--- config.mk ---
export PLATFORM = sky130hd
export DESIGN_NAME = axil_bram_port_arbiter
export DESIGN_NICKNAME = d
export VERILOG_FILES = /design/src/rtl/axil_bram_port_arbiter.sv
export SDC_FILE = /design/constraint.sdc
export NUM_CORES = 1
export LEC_CHECK = 0
export CORE_AREA = 2 2 127 129
export CTS_BUF_LIST = sky130_fd_sc_hd__clkbuf_4 sky130_fd_sc_hd__clkbuf_8
export CTS_CLUSTER_DIAMETER = 40
export DETAILED_ROUTE_END_ITERATION = 8
export DIE_AREA = 0 0 129 131
export HOLD_SLACK_MARGIN = 0.03
export PLACE_DENSITY = 0.56
export SLEW_MARGIN = 0
export SYNTH_ARGS = -nofsm -noshare
export SYNTH_HDL_FRONTEND = slang
export SYNTH_SLANG_ARGS = --single-unit
export TNS_END_PERCENT = 20
--- constraint.sdc ---
create_clock -name clka -period 3.4 [get_ports clka]
set_clock_uncertainty 0.15 [all_clocks]
set_input_delay 0.68 -clock clka [delete_from_list [all_inputs] [get_ports clka]]
set_output_delay 0.68 -clock clka [all_outputs]
set_load 0.01 [all_outputs]
--- src/rtl/axil_bram_port_arbiter.sv ---
// rtl/axil_bram_port_arbiter.sv - two-master AXI-Lite round-robin arbiter for one BRAM port
//
// Purpose: serialises AXI-Lite traffic from masters s0 and s1 onto a single
// downstream port (m_axil_*). At most one transaction is outstanding downstream.
// Four request slots (0=S0W 1=S0R 2=S1W 3=S1R) are arbitrated round-robin.
//
// Ports:
//   clka, rstb             clock, synchronous active-high reset
//   s0_axil_*, s1_axil_*   upstream AXI-Lite slave ports (AW, W, B, AR, R)
//   m_axil_*               downstream AXI-Lite master port to the BRAM
//   grant                  slot currently owned (meaningful while busy=1)
//   busy                   1 whenever a transaction is in progress

module axil_bram_port_arbiter #(
  parameter int ADDR_WIDTH = 9,
  parameter int DATA_WIDTH = 32,
  parameter int STRB_WIDTH = DATA_WIDTH / 8
) (
  input  logic                  clka,
  input  logic                  rstb,
  input  logic [ADDR_WIDTH-1:0] s0_axil_awaddr,
  input  logic [2:0]            s0_axil_awprot,
  input  logic                  s0_axil_awvalid,
  output logic                  s0_axil_awready,
  input  logic [DATA_WIDTH-1:0] s0_axil_wdata,
  input  logic [STRB_WIDTH-1:0] s0_axil_wstrb,
  input  logic                  s0_axil_wvalid,
  output logic                  s0_axil_wready,
  output logic [1:0]            s0_axil_bresp,
  output logic                  s0_axil_bvalid,
  input  logic                  s0_axil_bready,
  input  logic [ADDR_WIDTH-1:0] s0_axil_araddr,
  input  logic [2:0]            s0_axil_arprot,
  input  logic                  s0_axil_arvalid,
  output logic                  s0_axil_arready,
  output logic [DATA_WIDTH-1:0] s0_axil_rdata,
  output logic [1:0]            s0_axil_rresp,
  output logic                  s0_axil_rvalid,
  input  logic                  s0_axil_rready,
  input  logic [ADDR_WIDTH-1:0] s1_axil_awaddr,
  input  logic [2:0]            s1_axil_awprot,
  input  logic                  s1_axil_awvalid,
  output logic                  s1_axil_awready,
  input  logic [DATA_WIDTH-1:0] s1_axil_wdata,
  input  logic [STRB_WIDTH-1:0] s1_axil_wstrb,
  input  logic                  s1_axil_wvalid,
  output logic                  s1_axil_wready,
  output logic [1:0]            s1_axil_bresp,
  output logic                  s1_axil_bvalid,
  input  logic                  s1_axil_bready,
  input  logic [ADDR_WIDTH-1:0] s1_axil_araddr,
  input  logic [2:0]            s1_axil_arprot,
  input  logic                  s1_axil_arvalid,
  output logic                  s1_axil_arready,
  output logic [DATA_WIDTH-1:0] s1_axil_rdata,
  output logic [1:0]            s1_axil_rresp,
  output logic                  s1_axil_rvalid,
  input  logic                  s1_axil_rready,
  output logic [ADDR_WIDTH-1:0] m_axil_awaddr,
  output logic [2:0]            m_axil_awprot,
  output logic                  m_axil_awvalid,
  input  logic                  m_axil_awready,
  output logic [DATA_WIDTH-1:0] m_axil_wdata,
  output logic [STRB_WIDTH-1:0] m_axil_wstrb,
  output logic                  m_axil_wvalid,
  input  logic                  m_axil_wready,
  input  logic [1:0]            m_axil_bresp,
  input  logic                  m_axil_bvalid,
  output logic                  m_axil_bready,
  output logic [ADDR_WIDTH-1:0] m_axil_araddr,
  output logic [2:0]            m_axil_arprot,
  output logic                  m_axil_arvalid,
  input  logic                  m_axil_arready,
  input  logic [DATA_WIDTH-1:0] m_axil_rdata,
  input  logic [1:0]            m_axil_rresp,
  input  logic                  m_axil_rvalid,
  output logic                  m_axil_rready,
  output logic [1:0]            grant,
  output logic                  busy
);

  typedef enum logic [2:0] {IDLE, WR, WRESP, RD, RDATA} state_t;

  state_t     state;
  logic [1:0] ptr;
  logic       aw_done, w_done;
  logic [3:0] req;
  logic [1:0] pick;
  logic       sel1;
  logic       in_wr, in_wresp, in_rd, in_rdata;
  logic       sel_awvalid, sel_wvalid, sel_bready, sel_arvalid, sel_rready;
  logic       aw_rdy, w_rdy, b_vld, ar_rdy, r_vld;
  logic       aw_hs, w_hs, b_hs, ar_hs, r_hs;

  // Slot index: bit 1 selects the master, bit 0 selects read (1) or write (0).
  assign req = {s1_axil_arvalid, s1_axil_awvalid & s1_axil_wvalid,
                s0_axil_arvalid, s0_axil_awvalid & s0_axil_wvalid};

  // First requesting slot scanning ptr, ptr+1, ... (mod 4).
  always_comb begin
    logic       found;
    logic [1:0] idx;
    pick  = ptr;
    found = 1'b0;
    idx   = ptr;
    for (int i = 0; i < 4; i++) begin
      idx = ptr + 2'(i);
      if (!found && req[idx]) begin
        pick  = idx;
        found = 1'b1;
      end
    end
  end

  assign sel1     = grant[1];
  assign in_wr    = (state == WR);
  assign in_wresp = (state == WRESP);
  assign in_rd    = (state == RD);
  assign in_rdata = (state == RDATA);
  assign busy     = (state != IDLE);

  assign sel_awvalid = sel1 ? s1_axil_awvalid : s0_axil_awvalid;
  assign sel_wvalid  = sel1 ? s1_axil_wvalid  : s0_axil_wvalid;
  assign sel_bready  = sel1 ? s1_axil_bready  : s0_axil_bready;
  assign sel_arvalid = sel1 ? s1_axil_arvalid : s0_axil_arvalid;
  assign sel_rready  = sel1 ? s1_axil_rready  : s0_axil_rready;

  assign m_axil_awaddr = sel1 ? s1_axil_awaddr : s0_axil_awaddr;
  assign m_axil_awprot = sel1 ? s1_axil_awprot : s0_axil_awprot;
  assign m_axil_wdata  = sel1 ? s1_axil_wdata  : s0_axil_wdata;
  assign m_axil_wstrb  = sel1 ? s1_axil_wstrb  : s0_axil_wstrb;
  assign m_axil_araddr = sel1 ? s1_axil_araddr : s0_axil_araddr;
  assign m_axil_arprot = sel1 ? s1_axil_arprot : s0_axil_arprot;

  // AW and W complete independently; a channel already accepted is masked off.
  assign m_axil_awvalid = in_wr & sel_awvalid & ~aw_done;
  assign m_axil_wvalid  = in_wr & sel_wvalid & ~w_done;
  assign m_axil_bready  = in_wresp & sel_bready;
  assign m_axil_arvalid = in_rd & sel_arvalid;
  assign m_axil_rready  = in_rdata & sel_rready;

  assign aw_rdy = in_wr & m_axil_awready & ~aw_done;
  assign w_rdy  = in_wr & m_axil_wready & ~w_done;
  assign b_vld  = in_wresp & m_axil_bvalid;
  assign ar_rdy = in_rd & m_axil_arready;
  assign r_vld  = in_rdata & m_axil_rvalid;

  assign s0_axil_awready = aw_rdy & ~sel1;
  assign s1_axil_awready = aw_rdy & sel1;
  assign s0_axil_wready  = w_rdy & ~sel1;
  assign s1_axil_wready  = w_rdy & sel1;
  assign s0_axil_bvalid  = b_vld & ~sel1;
  assign s1_axil_bvalid  = b_vld & sel1;
  assign s0_axil_arready = ar_rdy & ~sel1;
  assign s1_axil_arready = ar_rdy & sel1;
  assign s0_axil_rvalid  = r_vld & ~sel1;
  assign s1_axil_rvalid  = r_vld & sel1;

  // Response payloads are qualified by the per-master valids above.
  assign s0_axil_bresp = m_axil_bresp;
  assign s1_axil_bresp = m_axil_bresp;
  assign s0_axil_rdata = m_axil_rdata;
  assign s1_axil_rdata = m_axil_rdata;
  assign s0_axil_rresp = m_axil_rresp;
  assign s1_axil_rresp = m_axil_rresp;

  assign aw_hs = m_axil_awvalid & m_axil_awready;
  assign w_hs  = m_axil_wvalid & m_axil_wready;
  assign b_hs  = m_axil_bvalid & m_axil_bready;
  assign ar_hs = m_axil_arvalid & m_axil_arready;
  assign r_hs  = m_axil_rvalid & m_axil_rready;

  always_ff @(posedge clka) begin
    if (rstb) begin
      state   <= IDLE;
      grant   <= 2'd0;
      ptr     <= 2'd0;
      aw_done <= 1'b0;
      w_done  <= 1'b0;
    end else begin
      case (state)
        IDLE: begin
          if (|req) begin
            grant <= pick;
            ptr   <= pick + 2'd1;
            state <= pick[0] ? RD : WR;
          end
        end
        WR: begin
          // Handshakes of this cycle count toward completion immediately.
          aw_done <= aw_done | aw_hs;
          w_done  <= w_done | w_hs;
          if ((aw_done | aw_hs) && (w_done | w_hs)) state <= WRESP;
        end
        WRESP: begin
          if (b_hs) begin
            aw_done <= 1'b0;
            w_done  <= 1'b0;
            state   <= IDLE;
          end
        end
        RD: begin
          if (ar_hs) state <= RDATA;
        end
        RDATA: begin
          if (r_hs) state <= IDLE;
        end
        default: state <= IDLE;
      endcase
    end
  end

endmodule

**Yosys cells after proc, flatten, opt, wreduce, memory -nomap -nowiden**

Cells that the tools add are included.

- Register bits: 9
- Output and inout bits: 150
- Bits of input ports: 173

- Reduce and logical (&&, ||, !) cells: 14
- Bitwise gates (word level): 36
- Multiplexer cells: 35
- $lt $le $gt $ge: 4
- Eq/ne operators: 9
- $add $sub $neg: 4

Operators by type and width:

| cell | number |
|---|---|
| $mux W32 | 1 |
| $and A1 B1 Y1 | 31 |
| $mux W3 | 7 |
| $mux W9 | 2 |
| $pmux W3 S5 | 1 |
| $mux W1 | 13 |
| $lt A2 B3 Y1 const B | 4 |
| $bmux W1 S2 | 4 |
| $mux W2 | 4 |
| $ne A2 B1 Y1 const B | 4 |
| $eq A3 B2 Y1 const B | 2 |
| $reduce_and A5 Y1 | 1 |
| $add A2 B1 Y2 const B | 2 |
| $add A2 B2 Y2 const B | 2 |
| $logic_and A1 B1 Y1 | 4 |
| $mux W4 | 1 |
| $pmux W1 S2 | 2 |
| $reduce_and A2 Y1 | 2 |
| $reduce_or A4 Y1 | 1 |
| $eq A3 B1 Y1 const B | 1 |
| $eq A3 B3 Y1 const B | 1 |
| $logic_not A1 Y1 | 3 |
| $logic_not A3 Y1 | 1 |
| $not A1 Y1 | 3 |
| other kinds (4) | 5 |

**Longest topological paths before layout**

- Word-level depth: 16
- Mapped depth: 7
- Depth with buffers taken out: 5

**Least setup slack after synthesis**

No wires, ideal clock.

- Kind: register to output
- Start: register grant[1]
- End: output port m_axil_araddr[0]
- Setup slack: 1.251 ns
- Arrival: 1.319 ns
- Cell stages (with the launch flop): 5
- Cell sequence: dfxtp_1 -> clkbuf_2 -> buf_2 -> buf_2 -> mux2_2

- Longest elaborated chain between the ends: 1

Ends and longest elaborated chain:

| what | line | RTL |
|---|---|---|
| start: declaration | 78 | `output logic [1:0] grant,` |
| start signal: assignment | 184 | `grant <= pick;` |
| $mux W9 | 132 | `assign m_axil_araddr = sel1 ? s1_axil_araddr : s0_axil_araddr;` |
| end: declaration | 70 | `output logic [ADDR_WIDTH-1:0] m_axil_araddr,` |

No other way between the ends.

**Final worst setup path**

- Start: input port s0_axil_wvalid
- End: output port m_axil_wvalid

- Longest elaborated chain between the ends: 3

Ends and longest elaborated chain:

| what | line | RTL |
|---|---|---|
| start: declaration | 27 | `input logic s0_axil_wvalid,` |
| $mux W1 | 123 | `assign sel_wvalid = sel1 ? s1_axil_wvalid : s0_axil_wvalid;` |
| $and A1 B1 Y1 (2 in series) | 137 | `assign m_axil_wvalid = in_wr & sel_wvalid & ~w_done;` |
| end: declaration | 65 | `output logic m_axil_wvalid,` |

No other way between the ends.

==> results.toml <==
[synthesis]
synthMuxAreaShare = 0.374
synthesis.area_sq_um = 1990
synthDistinctLibCells = 41
synth_enable_flop_cells = 0
synth_top_family_by_area = "multiplexers"
synth-seq-cells = 9
synth_xor_area_frac = 0.00440
synthesis.nets = 407
synth_fa_ha_area_frac = 0
ys_top_cells_by_area = "mux2_2 (34%), buf_4 (27%), dfxtp_1 (9.0%)"
synth_warnings = 0
yosysSeqAreaShare = 0.0905
ys.flop_type = "dfxtp_1"
synthArstFlopShare = 0
netlist.area_leader.share = 0.339
synth_compound_area_frac = 0.0905
syn_avg_cell_area_sq_um = 8.51
synth-simple-area-share = 0.138
syn-instance-count = 234
synth.largest_area_cell = "mux2_2"

[route]
vias = 2124
drt_iter0_drc = 103
post_drt_wl_per_cell_microns = 16.9
drc = 0
firstDrtPassIters = 4
antenna_left = 0
routed_wl_microns = 9930
drt-vias-per-instance = 3.62

[setup_path]
rr_startpoint = "grant[1]"
cp_common_cell = "clkdlybuf4s50_1"
reg2reg_to = "state[1]"
path_cells = "clkdlybuf4s50_1, mux2i_1, nor3_1, clkdlybuf4s50_1"
slowest_delay_ns = 0.64
rrSetupSlack_ns = 1.33
path_buf_inv = 2
path_class = "in2out"
critical_path_arrival_ns = 2.18
reg2reg_depth = 5
start_kind = "input port"
crit_slowest_cell = "clkdlybuf4s50_1"
critPathRequiredTime_ns = 2.57
critPathTopFamily = "buffers and inverters"
worst-path-max-fanout = 2
end_kind = "primary output"

[timing]
maxSlewViolCount = 0
fin_crit_sh = 0.884
finalSetupViolations = 0
rsz0062_at_grt = "false"
finalHoldViolCount = 0
hold_ws_ns = 0.347
tns_ns = 0
tightest_slew_ns = 0.614
slew_headroom = 0.591
fin_crit_ns = 3.01
fmaxAchievable_mhz = 333

[clock_tree]
cts_root_buf = "clkbuf_8"
htree_levels = 1
ctsResizeCount = 0
cts_tree = "done"
clockBufferDepth = 2
cts.hold.buffers_added = 0
post_cts_buffers = 0
clkLatencyLatePin_ns = 0.23
numCtsBuffers = 3
clk_pin_slew_ns = 0.04
numClockSinks = 9

[final_layout]
syn_to_final_growth_pct = 94.7
drive_gt1_frac = 0.208
antenna_cells = 0
fin_nets = 544
stdcell_count = 586
fillers = 1683
utilization = 0.249

[hold_path]
holdPathEnd = "grant[0]"
hold_depth = 2
min_path_type = "reg2reg"
min_from = "grant[0]"

[global_routing]
grt_pass1_vias = 2069
grt-ovfl-total = 0
grt_antenna_before_repair = 0
grt_usage = 0.102
grt_max_degree = 45
grt_first_pass_wirelength_microns = 13000

[power]
leakage_nw = 1.36
power_density_nw_per_um2 = 387
power.total_mw = 1.50
worst_ir_drop_vdd_mv = 0.142

[placement]
gp_congestion = 0.691
port-buffer-count = 214
dp_hpwl_microns = 8600
place_inst = 582

[die]
pin_count = 323
die_h_microns = 131
die_area_sq_um = 16900
start_util = 0.128
core_sq_um = 15600
std_cell_rows = 46
die_x_microns = 129

[flow_run]
drv_cap = 0

[run_status]
status = "complete, no violations"
## synth_stat cells (2+ instances only)
cell type	instances
nor2b_1	5
o21ai_0	3
buf_2	7
dfxtp_1	9
a21oi_1	6
mux2_2	60
o22ai_1	2
nor3b_1	3
nor2_1	15
mux2i_1	7
buf_4	72
and3_1	4
a211oi_2	2
nand2_2	2
nand2_1	9
nor3_1	2
nand2b_1	2
## cells in the final DEF (no fill, tap or decap), types with 2 or more instances in the layout
cell type,n
a211oi_2,2
a21oi_1,6
and3_1,4
clkbuf_8,3
clkdlybuf4s50_1,214
dfxtp_1,8
mux2_2,60
mux2i_1,7
nand2_1,9
nand2_2,2
nand2b_1,2
nor2_1,15
nor2b_1,5
nor3_1,2
nor3b_1,3
o21ai_0,3
o22ai_1,2
## metrics by stage
step | worst slack [ns] | area [sq um]
6_report | 0.394 | 3880
5_1_grt | 0.315 | 3880
4_1_cts | 0.355 | 3880
3_5_place_dp | 0.361 | 3830
3_3_place_gp | 0.327 | 3830
2_1_floorplan | 1.25 | 1990
## logic make-up (layout without fill, tap and decap cells)
group,after synthesis,in the layout
flip-flops,9,9
AO/OA/AOI/OAI,22,22
multiplexers,67,67
XOR/XNOR,1,1
AND/OR/NAND/NOR,51,51
buffers and inverters,84,220
## power by group
| group | internal (mW) | total, mW | switching [mW] |
|---|---|---|---|
| Sequential | 0.142 | 0.247 | 0.105 |
| Clock | 0.0896 | 0.131 | 0.0415 |
| Combinational | 0.703 | 1.12 | 0.421 |
## registers in the layout (all words and copies together), names as in the netlist
signal / flops
state: 3
w_done: 1
ptr: 2
aw_done: 1
grant: 2
## tightest hold or removal path: stages (launching register included)
cell and delay [ns]:
dfxtp_1 0.32, mux2i_1 0.07, nor2_1 0.07
## per-layer routing
layer  wire (microns)  GRT usage
met1             3920      0.121
met2             5050      0.190
met3              952     0.0330
met4                8    0.00512
met5                0          0
## cell type report
type / instances / area, sq um / area share
Multi-Input combinational cell: 141 / 1210 / 0.312
Clock buffer: 4 / 48.8 / 0.0126
Tap cell: 216 / 270 / 0.0697
Sequential cell: 9 / 184 / 0.0474
Timing Repair Buffer: 215 / 2160 / 0.558
Inverter: 1 / 3.75 / 0.000968
## worst max path at each step
stage	start	endpoint	slack, ns	cells past startpoint
after CTS	s0_axil_wvalid	m_axil_wvalid	0.35	4
after global placement	s0_axil_wvalid	m_axil_wvalid	0.33	4
final	s0_axil_wvalid	m_axil_wvalid	0.39	4
after floorplan	grant[1]	m_axil_araddr[0]	1.25	4
after detailed placement	s0_axil_wvalid	m_axil_wvalid	0.36	4
after global routing	grant[1]	m_axil_wdata[4]	0.32	3
(Power assumes the default switching activity.)
